**src/rtl/phone_cmd_decoder.sv**
```systemverilog
// phone_cmd_decoder: decodes framed bluetooth commands from the phone.
// Frame: AA cmd len payload[len] chk, where chk = cmd ^ len ^ payload.
// Ports:
//   clk, rst_n          : 50 MHz clock, async active-low reset
//   received, rx_byte   : UART byte strobe and data
//   ack_taken           : transmitter consumed the ping acknowledge
//   heartCap            : heart-rate cap in bpm (clamped)
//   assistLevel         : assist level 0..7
//   lightCmd            : bit0 headlight override, bit1 hazard blink
//   cmd_valid/err_pulse : one-cycle accept / reject pulses
//   ack_req             : held ping acknowledge request
//   err_code            : last error (1 chk, 2 len, 3 cmd, 4 timeout)
module phone_cmd_decoder #(
   parameter int TIMEOUT_CYCLES = 500000,
   parameter int HR_MIN         = 60,
   parameter int HR_MAX         = 220
) (
   input  logic       clk,
   input  logic       rst_n,
   input  logic       received,
   input  logic [7:0] rx_byte,
   input  logic       ack_taken,
   output logic [7:0] heartCap,
   output logic [2:0] assistLevel,
   output logic [1:0] lightCmd,
   output logic       cmd_valid,
   output logic       ack_req,
   output logic       err_pulse,
   output logic [2:0] err_code
);

   localparam int TW = $clog2(TIMEOUT_CYCLES + 1);
   localparam logic [TW-1:0] TMO_LAST = TW'(TIMEOUT_CYCLES - 1);
   localparam logic [7:0] HR_LO = 8'(HR_MIN);
   localparam logic [7:0] HR_HI = 8'(HR_MAX);
   localparam logic [7:0] SYNC  = 8'hAA;

   localparam logic [2:0] E_CHK = 3'd1;
   localparam logic [2:0] E_LEN = 3'd2;
   localparam logic [2:0] E_CMD = 3'd3;
   localparam logic [2:0] E_TMO = 3'd4;

   typedef enum logic [2:0] {
      S_IDLE,
      S_CMD,
      S_LEN,
      S_PAYLOAD,
      S_CHK
   } state_t;

   state_t r_state;
   state_t w_next;

   logic [7:0]    r_cmd;
   logic [2:0]    r_len;
   logic [2:0]    r_idx;
   logic [7:0]    r_xor;
   logic [7:0]    r_pay [4];
   logic [TW-1:0] r_tmo;

   logic [7:0] r_heart;
   logic [2:0] r_assist;
   logic [1:0] r_light;
   logic       r_valid;
   logic       r_ack;
   logic       r_err;
   logic [2:0] r_err_code;

   logic       w_tmo;
   logic       w_last_pay;
   logic       w_err;
   logic [2:0] w_err_code;
   logic       w_set_hr;
   logic       w_set_as;
   logic       w_set_lt;
   logic       w_set_ack;
   logic       w_valid;
   logic [7:0] w_hr_clamped;
   logic [2:0] w_as_sat;

   // A byte arriving on the expiry cycle takes priority over the timeout.
   assign w_tmo = (r_state != S_IDLE) && !received && (r_tmo == TMO_LAST);
   assign w_last_pay = (r_idx == (r_len - 3'd1));

   // State register
   always_ff @(posedge clk or negedge rst_n) begin
      if (!rst_n) begin
         r_state <= S_IDLE;
      end else begin
         r_state <= w_next;
      end
   end

   // Next-state logic
   always_comb begin
      w_next = r_state;
      if (w_tmo) begin
         w_next = S_IDLE;
      end else if (received) begin
         unique case (r_state)
            S_IDLE: begin
               if (rx_byte == SYNC) w_next = S_CMD;
            end
            S_CMD: begin
               w_next = S_LEN;
            end
            S_LEN: begin
               if (rx_byte > 8'd4)       w_next = S_IDLE;
               else if (rx_byte == 8'd0) w_next = S_CHK;
               else                      w_next = S_PAYLOAD;
            end
            S_PAYLOAD: begin
               if (w_last_pay) w_next = S_CHK;
            end
            S_CHK: begin
               w_next = S_IDLE;
            end
            default: begin
               w_next = S_IDLE;
            end
         endcase
      end
   end

   // Output decode: accept/reject decisions for this cycle
   always_comb begin
      w_err      = 1'b0;
      w_err_code = 3'd0;
      w_set_hr   = 1'b0;
      w_set_as   = 1'b0;
      w_set_lt   = 1'b0;
      w_set_ack  = 1'b0;
      if (w_tmo) begin
         w_err      = 1'b1;
         w_err_code = E_TMO;
      end else if (received) begin
         if (r_state == S_LEN && rx_byte > 8'd4) begin
            w_err      = 1'b1;
            w_err_code = E_LEN;
         end else if (r_state == S_CHK) begin
            if (rx_byte != r_xor) begin
               w_err      = 1'b1;
               w_err_code = E_CHK;
            end else begin
               case (r_cmd)
                  8'h01: begin
                     if (r_len == 3'd1) w_set_hr = 1'b1;
                     else begin w_err = 1'b1; w_err_code = E_LEN; end
                  end
                  8'h02: begin
                     if (r_len == 3'd1) w_set_as = 1'b1;
                     else begin w_err = 1'b1; w_err_code = E_LEN; end
                  end
                  8'h03: begin
                     if (r_len == 3'd1) w_set_lt = 1'b1;
                     else begin w_err = 1'b1; w_err_code = E_LEN; end
                  end
                  8'h04: begin
                     if (r_len == 3'd0) w_set_ack = 1'b1;
                     else begin w_err = 1'b1; w_err_code = E_LEN; end
                  end
                  default: begin
                     w_err      = 1'b1;
                     w_err_code = E_CMD;
                  end
               endcase
            end
         end
      end
   end

   assign w_valid = w_set_hr | w_set_as | w_set_lt | w_set_ack;

   always_comb begin
      w_hr_clamped = r_pay[0];
      if (r_pay[0] < HR_LO)      w_hr_clamped = HR_LO;
      else if (r_pay[0] > HR_HI) w_hr_clamped = HR_HI;
   end

   assign w_as_sat = (r_pay[0] > 8'd7) ? 3'd7 : r_pay[0][2:0];

   // Frame capture, running checksum and inter-byte timer
   always_ff @(posedge clk or negedge rst_n) begin
      if (!rst_n) begin
         r_cmd <= 8'd0;
         r_len <= 3'd0;
         r_idx <= 3'd0;
         r_xor <= 8'd0;
         r_tmo <= '0;
         for (int i = 0; i < 4; i++) r_pay[i] <= 8'd0;
      end else begin
         if (w_next == S_IDLE || received) r_tmo <= '0;
         else                             r_tmo <= r_tmo + 1'b1;
         if (received) begin
            case (r_state)
               S_CMD: begin
                  r_cmd <= rx_byte;
                  r_xor <= rx_byte;
               end
               S_LEN: begin
                  r_len <= rx_byte[2:0];
                  r_idx <= 3'd0;
                  r_xor <= r_xor ^ rx_byte;
               end
               S_PAYLOAD: begin
                  r_pay[r_idx[1:0]] <= rx_byte;
                  r_idx <= r_idx + 3'd1;
                  r_xor <= r_xor ^ rx_byte;
               end
               default: begin
               end
            endcase
         end
      end
   end

   // Registered outputs
   always_ff @(posedge clk or negedge rst_n) begin
      if (!rst_n) begin
         r_heart    <= 8'd200;
         r_assist   <= 3'd0;
         r_light    <= 2'd0;
         r_valid    <= 1'b0;
         r_ack      <= 1'b0;
         r_err      <= 1'b0;
         r_err_code <= 3'd0;
      end else begin
         r_valid <= w_valid;
         r_err   <= w_err;
         if (w_err)    r_err_code <= w_err_code;
         if (w_set_hr) r_heart    <= w_hr_clamped;
         if (w_set_as) r_assist   <= w_as_sat;
         if (w_set_lt) r_light    <= r_pay[0][1:0];
         // A new ping wins over a simultaneous ack_taken.
         r_ack <= w_set_ack | (r_ack & ~ack_taken);
      end
   end

   assign heartCap    = r_heart;
   assign assistLevel = r_assist;
   assign lightCmd    = r_light;
   assign cmd_valid   = r_valid;
   assign ack_req     = r_ack;
   assign err_pulse   = r_err;
   assign err_code    = r_err_code;

endmodule

```
**config.mk**
```make
export PLATFORM = sky130hd
export DESIGN_NAME = phone_cmd_decoder
export DESIGN_NICKNAME = d
export VERILOG_FILES = /design/src/rtl/phone_cmd_decoder.sv
export SDC_FILE = /design/constraint.sdc
export NUM_CORES = 1
export LEC_CHECK = 0
export ABC_AREA = 0
export CAP_MARGIN = 0
export CELL_PAD_IN_SITES_DETAIL_PLACEMENT = 1
export CELL_PAD_IN_SITES_GLOBAL_PLACEMENT = 2
export CORE_ASPECT_RATIO = 1.75
export CORE_MARGIN = 2
export CORE_UTILIZATION = 35
export CTS_BUF_LIST = sky130_fd_sc_hd__clkbuf_4 sky130_fd_sc_hd__clkbuf_8
export CTS_CLUSTER_SIZE = 16
export DETAILED_ROUTE_END_ITERATION = 8
export GPL_ROUTABILITY_DRIVEN = 0
export GPL_TIMING_DRIVEN = 1
export PLACE_DENSITY = 0.84
export SKIP_CTS_REPAIR_TIMING = 1
export SLEW_MARGIN = 10
export SYNTH_ARGS = -nofsm -noshare
export SYNTH_HDL_FRONTEND = slang
export SYNTH_SLANG_ARGS = --single-unit
export TNS_END_PERCENT = 1
```
**constraint.sdc**
```tcl
create_clock -name clk -period 2 [get_ports clk]
set_input_delay 0.4 -clock clk [delete_from_list [all_inputs] [get_ports clk]]
set_output_delay 0.4 -clock clk [all_outputs]
set_load 0.03 [all_outputs]
```
* Yosys cells after proc, flatten, opt, wreduce, memory -nomap -nowiden
Index checks and enable logic that the tools add are counted.
** Operators by class
- $lt $le $gt $ge :: 6
- Muxes and demuxes :: 58
- Equality and inequality tests :: 13
- Add/sub/neg operators :: 3
- Bitwise gates (word level) :: 8
- Reduce and logical (&&, ||, !) cells :: 20
** Operators by type and width (count)
- $mux W1 :: 33
- $bwmux W32 :: 1
- $mux W3 :: 8
- $mux W8 :: 3
- $add A19 B1 Y19 const B :: 1
- $eq A19 B19 Y1 const B :: 1
- $mux W19 :: 1
- $demux W8 S2 :: 1
- $eq A8 B2 Y1 const B :: 2
- $gt A8 B3 Y1 const B :: 2
- $pmux W8 S2 :: 1
- $mux W2 :: 6
- $pmux W3 S4 :: 1
- $reduce_and A2 Y1 :: 5
- $logic_not A3 Y1 :: 3
- $eq A8 B1 Y1 const B :: 1
- $eq A8 B3 Y1 const B :: 1
- $eq A8 B8 Y1 const B :: 1
- $gt A8 B8 Y1 const B :: 1
- $logic_not A8 Y1 :: 1
- $lt A8 B6 Y1 const B :: 1
- $ne A8 B8 Y1 :: 1
- $xor A8 B8 Y8 :: 1
- $eq A3 B1 Y1 const B :: 2
- other kinds (21) :: 29
** Storage, ports and cells
- Flip-flop bits (word level) :: 95
- Word-level logic and storage cells :: 125
- Bits of input ports :: 12

* Longest topological paths before layout
Gate-level depths: netlist of run 1.
- Depth in word-level cells :: 11
- Mapped depth :: 7

* Worst setup path before layout of run 1
OpenSTA, ideal clock, no wires.
- Kind :: reg-to-reg
- Start :: register r_cmd[5]
- End :: register r_heart[6], in the netlist heartCap[6]
- Path slack :: -188 ps
- Clock period less this slack :: 2188 ps
- Required time :: 1918 ps
- Data arrival time :: 2106 ps
- Cell stages (with the launch flop) :: 6
- Cell sequence :: dfrtp_1 > or4_1 > or3_1 > buf_2 > nor4_4 > mux2_2
** Between the ends
- Longest elaborated chain between the ends :: 7
** Ends and longest elaborated chain
- start, declared :: RTL line 54 : logic [7:0] r_cmd;
- start signal, assigned :: RTL line 197 : r_cmd <= rx_byte;
- $eq A8 B1 Y1 :: RTL line 145 : case (r_cmd)
- $mux W1 :: RTL line 145
- $mux W1 :: RTL line 141 : if (rx_byte != r_xor) begin
- $mux W1 :: RTL line 140 : end else if (r_state == S_CHK) begin
- $mux W1 :: RTL line 137 : if (r_state == S_LEN && rx_byte > 8'd4) begin
- $mux W1 :: RTL line 136 : end else if (received) begin
- $mux W1 :: RTL line 133 : if (w_tmo) begin
- end signal, assigned :: RTL line 231 : if (w_set_hr) r_heart <= w_hr_clamped;
- end, declared :: RTL line 61 : logic [7:0] r_heart;
Every way passes these cells.
A chain may end at the register's enable or synchronous reset.

* Final worst setup path of run 1
- Start :: register r_cmd[5]
- End :: register r_light[1], in the netlist lightCmd[1]
** Between the ends
- Longest elaborated chain between the ends :: 7
** Ends and longest elaborated chain
- $eq A8 B2 Y1 :: RTL line 145
- $mux W1 :: RTL line 145
- $mux W1 :: RTL line 141
- $mux W1 :: RTL line 140
- $mux W1 :: RTL line 137
- $mux W1 :: RTL line 136
- $mux W1 :: RTL line 133
- end signal, assigned :: RTL line 233 : if (w_set_lt) r_light <= r_pay[0][1:0];
- end, declared :: RTL line 63 : logic [1:0] r_light;
Every way passes these cells.

==> out/qor.yml, run 1 <==
io_pins: 31
path_clk_slew_ns: 0.08
gr-total-overflow: 0
cp_slowest_cell: "or4_4"
fp-row-count: 48
drc: 0
power.density_nw_per_um2: 755
worst_hold_slack_ns: 0.473
mappedNetlistArea_um2: 3490
synth_cells: 328
synthToLayoutAreaGrowth_pct: 31.0
start_util: 0.356
cts_tree: "done"
hold_viol_final: 0
route.vias.total: 2782
crit_chain: "or4_4 -> or3_4 -> nor4_4 -> nand4_1 -> mux2_2"
slew_headroom: 0.620
grt_max_degree: 29
routedWlPerCell_um: 17.3
ys_seq_elements: 71
cpLargestDelayFamily: "simple AND/OR/NAND/NOR gates"
final.setup.worst_slack_ns: -0.182
fin_skew_ns: 0.00785
ys_warn_count: 0
routed_wl_um: 9300
antenna_found_initial: 0
dieArea_um2: 10800
clock_latency_ns: 0.37
synth-seq-area-share: 0.511
htreeDepth: 3
synth.avg_cell_area_um2: 10.6
antenna_cells: 0
grt_pass1_vias: 3165
synth-edff-count: 0
pre_cts_slack_ns: -0.570
cts.sinks: 71
cts_buffers: 9
netlist.area_leader.share: 0.488
final_nets: 424
p_leak_nw: 2.06
synthTopCellsByArea: "dfrtp_1, mux2_2, xor2_1"
period_minus_slack_ns: 2.18
drive_gt1_frac: 0.255
grt_pass1_wl_um: 15500
drt_iter0_drc: 80
violations: "setup timing"
timing.fmax_mhz: 458
layout_common_cells: "dfrtp_1, buf_4, nand2_1, nor2_1, clkdlybuf4s50_1"
dr.pass1.iters: 4
cp-start-kind: "flop"
hold_path.class: "in -> async"
end_kind: "flop"
drv_cap: 0
synth_ff_type: "dfrtp_1"
finalSetupViolations: 15
dieWidth_um: 79.5
async_flop_share: 1.00
syn_nets: 346
final_common_cell: "dfrtp_1"
ir_drop_mv: 0.359
grt_usage: 0.191
clockRootBuffer: "clkbuf_8"
crit_path_max_incr_delay_ns: 0.55
slew_viol_final: 0
clock_path_buffers: 2
place_hpwl_um: 7230
synth_cell_type_count: 49
finalCritPeriodShare: 1.09
status: "finished with violations"
required_ns: 2.25
worstSetupPathType: "reg -> reg"
antenna_left: 0
via_per_inst: 5.19
rsz0062_at_grt: "yes"
worstPathArrival_ns: 2.43
synth_top_area_cell: "dfrtp_1"
fp.dieH_um: 136
worstMarginPinSlew_ns: 0.568
crit_fanout: 4
p_total_mw: 3.45
crit_buf_inv: 0
coreArea_um2: 9790
port_buffers: 30
layout make-up:
class / instances / area [um^2]
multi-input cells: 238 / 1700
fillers: 1074 / 5220
clock inverters: 6 / 61.3
well taps: 125 / 156
inverters: 9 / 33.8
repair buffers: 77 / 708
clock buffers: 10 / 131
flip-flops and latches: 71 / 1780
sequential cells by signal, summed over array words and instances, names as in the netlist:
register	cells
r_tmo	19
heartCap	8
r_cmd	8
r_pay	8
r_xor	8
assistLevel	3
err_code	3
r_idx	3
r_len	3
r_state	3
lightCmd	2
ack_req	1
cmd_valid	1
err_pulse	1
cell usage after synthesis (all sizes together), types with 2 or more instances:
library cell	number
dfrtp	68
nand2	36
nor2	34
mux2	24
xor2	24
xnor2	14
nand4	12
nand3	10
clkbuf	9
inv	9
o21ai	9
nor4	7
and3	6
ha	6
nand2b	6
and2	5
nor3	4
dfstp	3
nor4b	3
o2bb2ai	3
a21oi	2
a22o	2
a31oi	2
mux2i	2
nand4b	2
nor2b	2
o221ai	2
o22a	2
or3	2
or4	2
per-stage QoR:
stage	setup TNS (ns)	std cells	instance area, um^2	utilization
floorplan	-1.04	328	3510	-
global placement	-8.90	519	4310	0.440
detailed placement	-9.51	519	4310	0.440
CTS	-4.58	535	4500	0.460
global route	-2.91	536	4570	0.467
finish	-1.88	536	4570	0.467
worst reg2reg max path, stage by stage (launching register included):
cell and delay, ns:
dfrtp_1 0.39, or4_4 0.55, or3_4 0.40, nor4_4 0.20, nand4_1 0.21, mux2_2 0.32
per-layer routing:
metal  GRT usage  vias up  wire length (um)
met5           0        -                 0
met4       0.105        0               255
met3      0.0359       16               183
met2       0.366       34              5430
met1       0.185     1428              3420
li1            -     1304                 -
report_power, final:
group,switching [mW],leakage (nW),internal (mW)
Sequential,0.100,0.950,1.56
Clock,0.568,0.0999,0.587
Combinational,0.335,1.01,0.296
kinds of logic (layout without fill, tap and decap cells):
| logic type | count (synthesis) | count (layout) | synth area share |
|---|---|---|---|
| AO/OA/AOI/OAI | 31 | 31 | 0.0639 |
| flip-flops | 71 | 71 | 0.511 |
| XOR/XNOR | 38 | 38 | 0.0954 |
| buffers and inverters | 19 | 102 | 0.0208 |
| AND/OR/NAND/NOR | 137 | 137 | 0.205 |
| adder cells (fa/ha/maj) | 6 | 6 | 0.0215 |
| multiplexers | 26 | 26 | 0.0832 |
worst paths after layout:
| check | start | end | slack [ns] | depth (start not counted) |
|---|---|---|---|---|
| max in group asynchronous | rst_n | heartCap[6] | 0.92 | 3 |
| max | r_cmd[5] | lightCmd[1] | -0.18 | 5 |
| min in group clk | r_tmo[0] | r_tmo[0] | 0.49 | 1 |
| max reg2reg | r_cmd[5] | lightCmd[1] | -0.18 | 5 |
| min reg2reg | r_tmo[0] | r_tmo[0] | 0.49 | 1 |
| min | rst_n | r_pay[26] | 0.47 | 2 |
(Power assumes the default switching activity.)
==> inputs of run 2 (changes only) <==
--- a/config.mk
+++ b/config.mk
@@ -9,7 +9,7 @@
 export CAP_MARGIN = 0
 export CELL_PAD_IN_SITES_DETAIL_PLACEMENT = 1
 export CELL_PAD_IN_SITES_GLOBAL_PLACEMENT = 2
-export CORE_ASPECT_RATIO = 1.75
+export CORE_ASPECT_RATIO = 2
 export CORE_MARGIN = 2
 export CORE_UTILIZATION = 35
 export CTS_BUF_LIST = sky130_fd_sc_hd__clkbuf_4 sky130_fd_sc_hd__clkbuf_8
==> out/qor.yml, run 2 (synthesis results as in run 1) <==
grt_max_degree: 72  # +150%
largest_register_ffs: 19  # unchanged
fp.dieH_um: 145  # +6.7%
via_per_inst: 5.10  # -1.8%
stdcell_area_um2: 4570  # +0.14%
rsz0062_at_grt: "yes"
drive_gt1_frac: 0.248  # -0.00795
coreArea_um2: 9700  # -0.92%
worstMarginPinSlew_ns: 0.496  # -0.0718 ns
dr.pass1.iters: 4  # unchanged
antenna_left: 0  # unchanged
grt_pass1_wl_um: 15200  # -1.8%
port_buffers: 30  # unchanged
routed_wl_um: 9180  # -1.3%
p_total_mw: 3.59  # +4.2%
cts_tree: "done"
power.density_nw_per_um2: 785  # +4.1%
top_register: "r_tmo"
fin_util: 0.472  # +0.00498
final.setup.worst_slack_ns: -0.124  # +0.0589 ns
finalSetupViolations: 16  # +1
clock_path_buffers: 2  # unchanged
drc: 0  # unchanged
drt_iter0_drc: 113  # +41%
final_nets: 417  # -1.7%
fp-row-count: 51  # +6.3%
cp-start-kind: "flop"
finalCritPeriodShare: 1.06  # -0.0294
routedWlPerCell_um: 17.1  # -1.3%
timing.fmax_mhz: 471  # +2.8%
fin_skew_ns: 0.00645  # -0.00139 ns
worstPathArrival_ns: 2.36  # -0.07 ns
gr-total-overflow: 0  # unchanged
place_hpwl_um: 6870  # -5.0%
layout_common_cells: "dfrtp_1, nand2_1, buf_4, nor2_1, clkdlybuf4s50_1"
worstSetupPathType: "reg -> reg"
ir_drop_mv: 0.362  # +0.76%
cpLargestDelayFamily: "simple AND/OR/NAND/NOR gates"
worst_hold_slack_ns: 0.0547  # -0.419 ns
cp_slowest_cell: "or4_4"
antenna_cells: 0  # unchanged
required_ns: 2.23  # -0.02 ns
hold_path.class: "in -> async"
synthToLayoutAreaGrowth_pct: 31.2
hold_viol_final: 0  # unchanged
start_util: 0.360  # +0.00331
grt_pass1_vias: 3058  # -3.4%
crit_chain: "or4_4 -> or3_4 -> nor4_4 -> nand4_1 -> mux2_2"
clock_latency_ns: 0.35  # -0.02 ns
final_common_cell: "dfrtp_1"
slew_viol_final: 0  # unchanged
dieWidth_um: 74.6  # -6.1%
crit_fanout: 4  # unchanged
slew_headroom: 0.668  # +0.0480
postPlaceCellArea_um2: 4270  # -0.84%
pre_cts_slack_ns: -0.567  # +0.00327 ns
crit_buf_inv: 0  # unchanged
grt_usage: 0.187  # -0.00362
period_minus_slack_ns: 2.12  # -0.0589 ns
io_pins: 31  # unchanged
drv_cap: 0  # unchanged
route.vias.total: 2731  # -1.8%
p_leak_nw: 2.05  # -0.64%
dieArea_um2: 10800  # +0.15%
status: "finished with violations"
cts.sinks: 71  # unchanged
end_kind: "flop"
cts_buffers: 9  # unchanged
htreeDepth: 3  # unchanged
antenna_found_initial: 0  # unchanged
crit_path_max_incr_delay_ns: 0.54  # about the same
path_clk_slew_ns: 0.07  # about the same
clockRootBuffer: "clkbuf_8"
violations: "setup timing"
-- run 2: where the power goes --
group,switching [mW],internal [mW],leakage (nW)
Combinational,0.343,0.314,0.982
Clock,0.523,0.740,0.115
Sequential,0.111,1.56,0.950
Total,0.977,2.62,2.05
-- run 2: per-layer routing --
layer / routed length (um) / GRT usage / up-vias
met4: 313 / 0.0830 / 0
li1: - / - / 1293
met3: 182 / 0.0451 / 16
met1: 3370 / 0.193 / 1384
met5: 0 / 0 / -
met2: 5310 / 0.340 / 38
-- run 2: through the flow --
step / std cells / setup TNS, ns
after global routing: 536 / -2.18
final: 536 / -1.13
after CTS: 536 / -3.91
after global placement: 520 / -8.19
after detailed placement: 520 / -9.52
after floorplan: 328 / -1.04
-- run 2: cell type report --
| type | count | area (um^2) |
|---|---|---|
| Timing Repair Buffer | 70 | 657 |
| Tap cell | 132 | 165 |
| Fill cell | 1094 | 5120 |
| Inverter | 9 | 33.8 |
| Clock inverter | 4 | 70.1 |
| Multi-Input combinational cell | 238 | 1720 |
| Clock buffer | 12 | 146 |
| Sequential cell | 71 | 1780 |
-- run 2: path summary, 6_finish.rpt --
| path | from | slack, ns | cells past startpoint | to |
|---|---|---|---|---|
| max in group asynchronous | rst_n | 1.61 | 2 | r_idx[1] |
| worst min-delay path | rst_n | 0.05 | 2 | heartCap[4] |
| worst max register to register | r_cmd[5] | -0.12 | 5 | lightCmd[1] |
| min in group clk | r_tmo[0] | 0.48 | 1 | r_tmo[0] |
| worst max-delay path | r_cmd[5] | -0.12 | 5 | lightCmd[1] |
| worst min register to register | r_tmo[0] | 0.48 | 1 | r_tmo[0] |
==> inputs of run 3 (changes only) <==
--- a/config.mk
+++ b/config.mk
@@ -6,6 +6,7 @@
 export NUM_CORES = 1
 export LEC_CHECK = 0
 export ABC_AREA = 0
+export ABC_CLOCK_PERIOD_IN_PS = 2000
 export CAP_MARGIN = 0
 export CELL_PAD_IN_SITES_DETAIL_PLACEMENT = 1
 export CELL_PAD_IN_SITES_GLOBAL_PLACEMENT = 2
@@ -19,7 +20,6 @@
 export GPL_TIMING_DRIVEN = 1
 export PLACE_DENSITY = 0.84
 export SKIP_CTS_REPAIR_TIMING = 1
-export SLEW_MARGIN = 10
 export SYNTH_ARGS = -nofsm -noshare
 export SYNTH_HDL_FRONTEND = slang
 export SYNTH_SLANG_ARGS = --single-unit
==> results of run 3 <==
Final layout, timing and power as in run 2 (identical DEF).
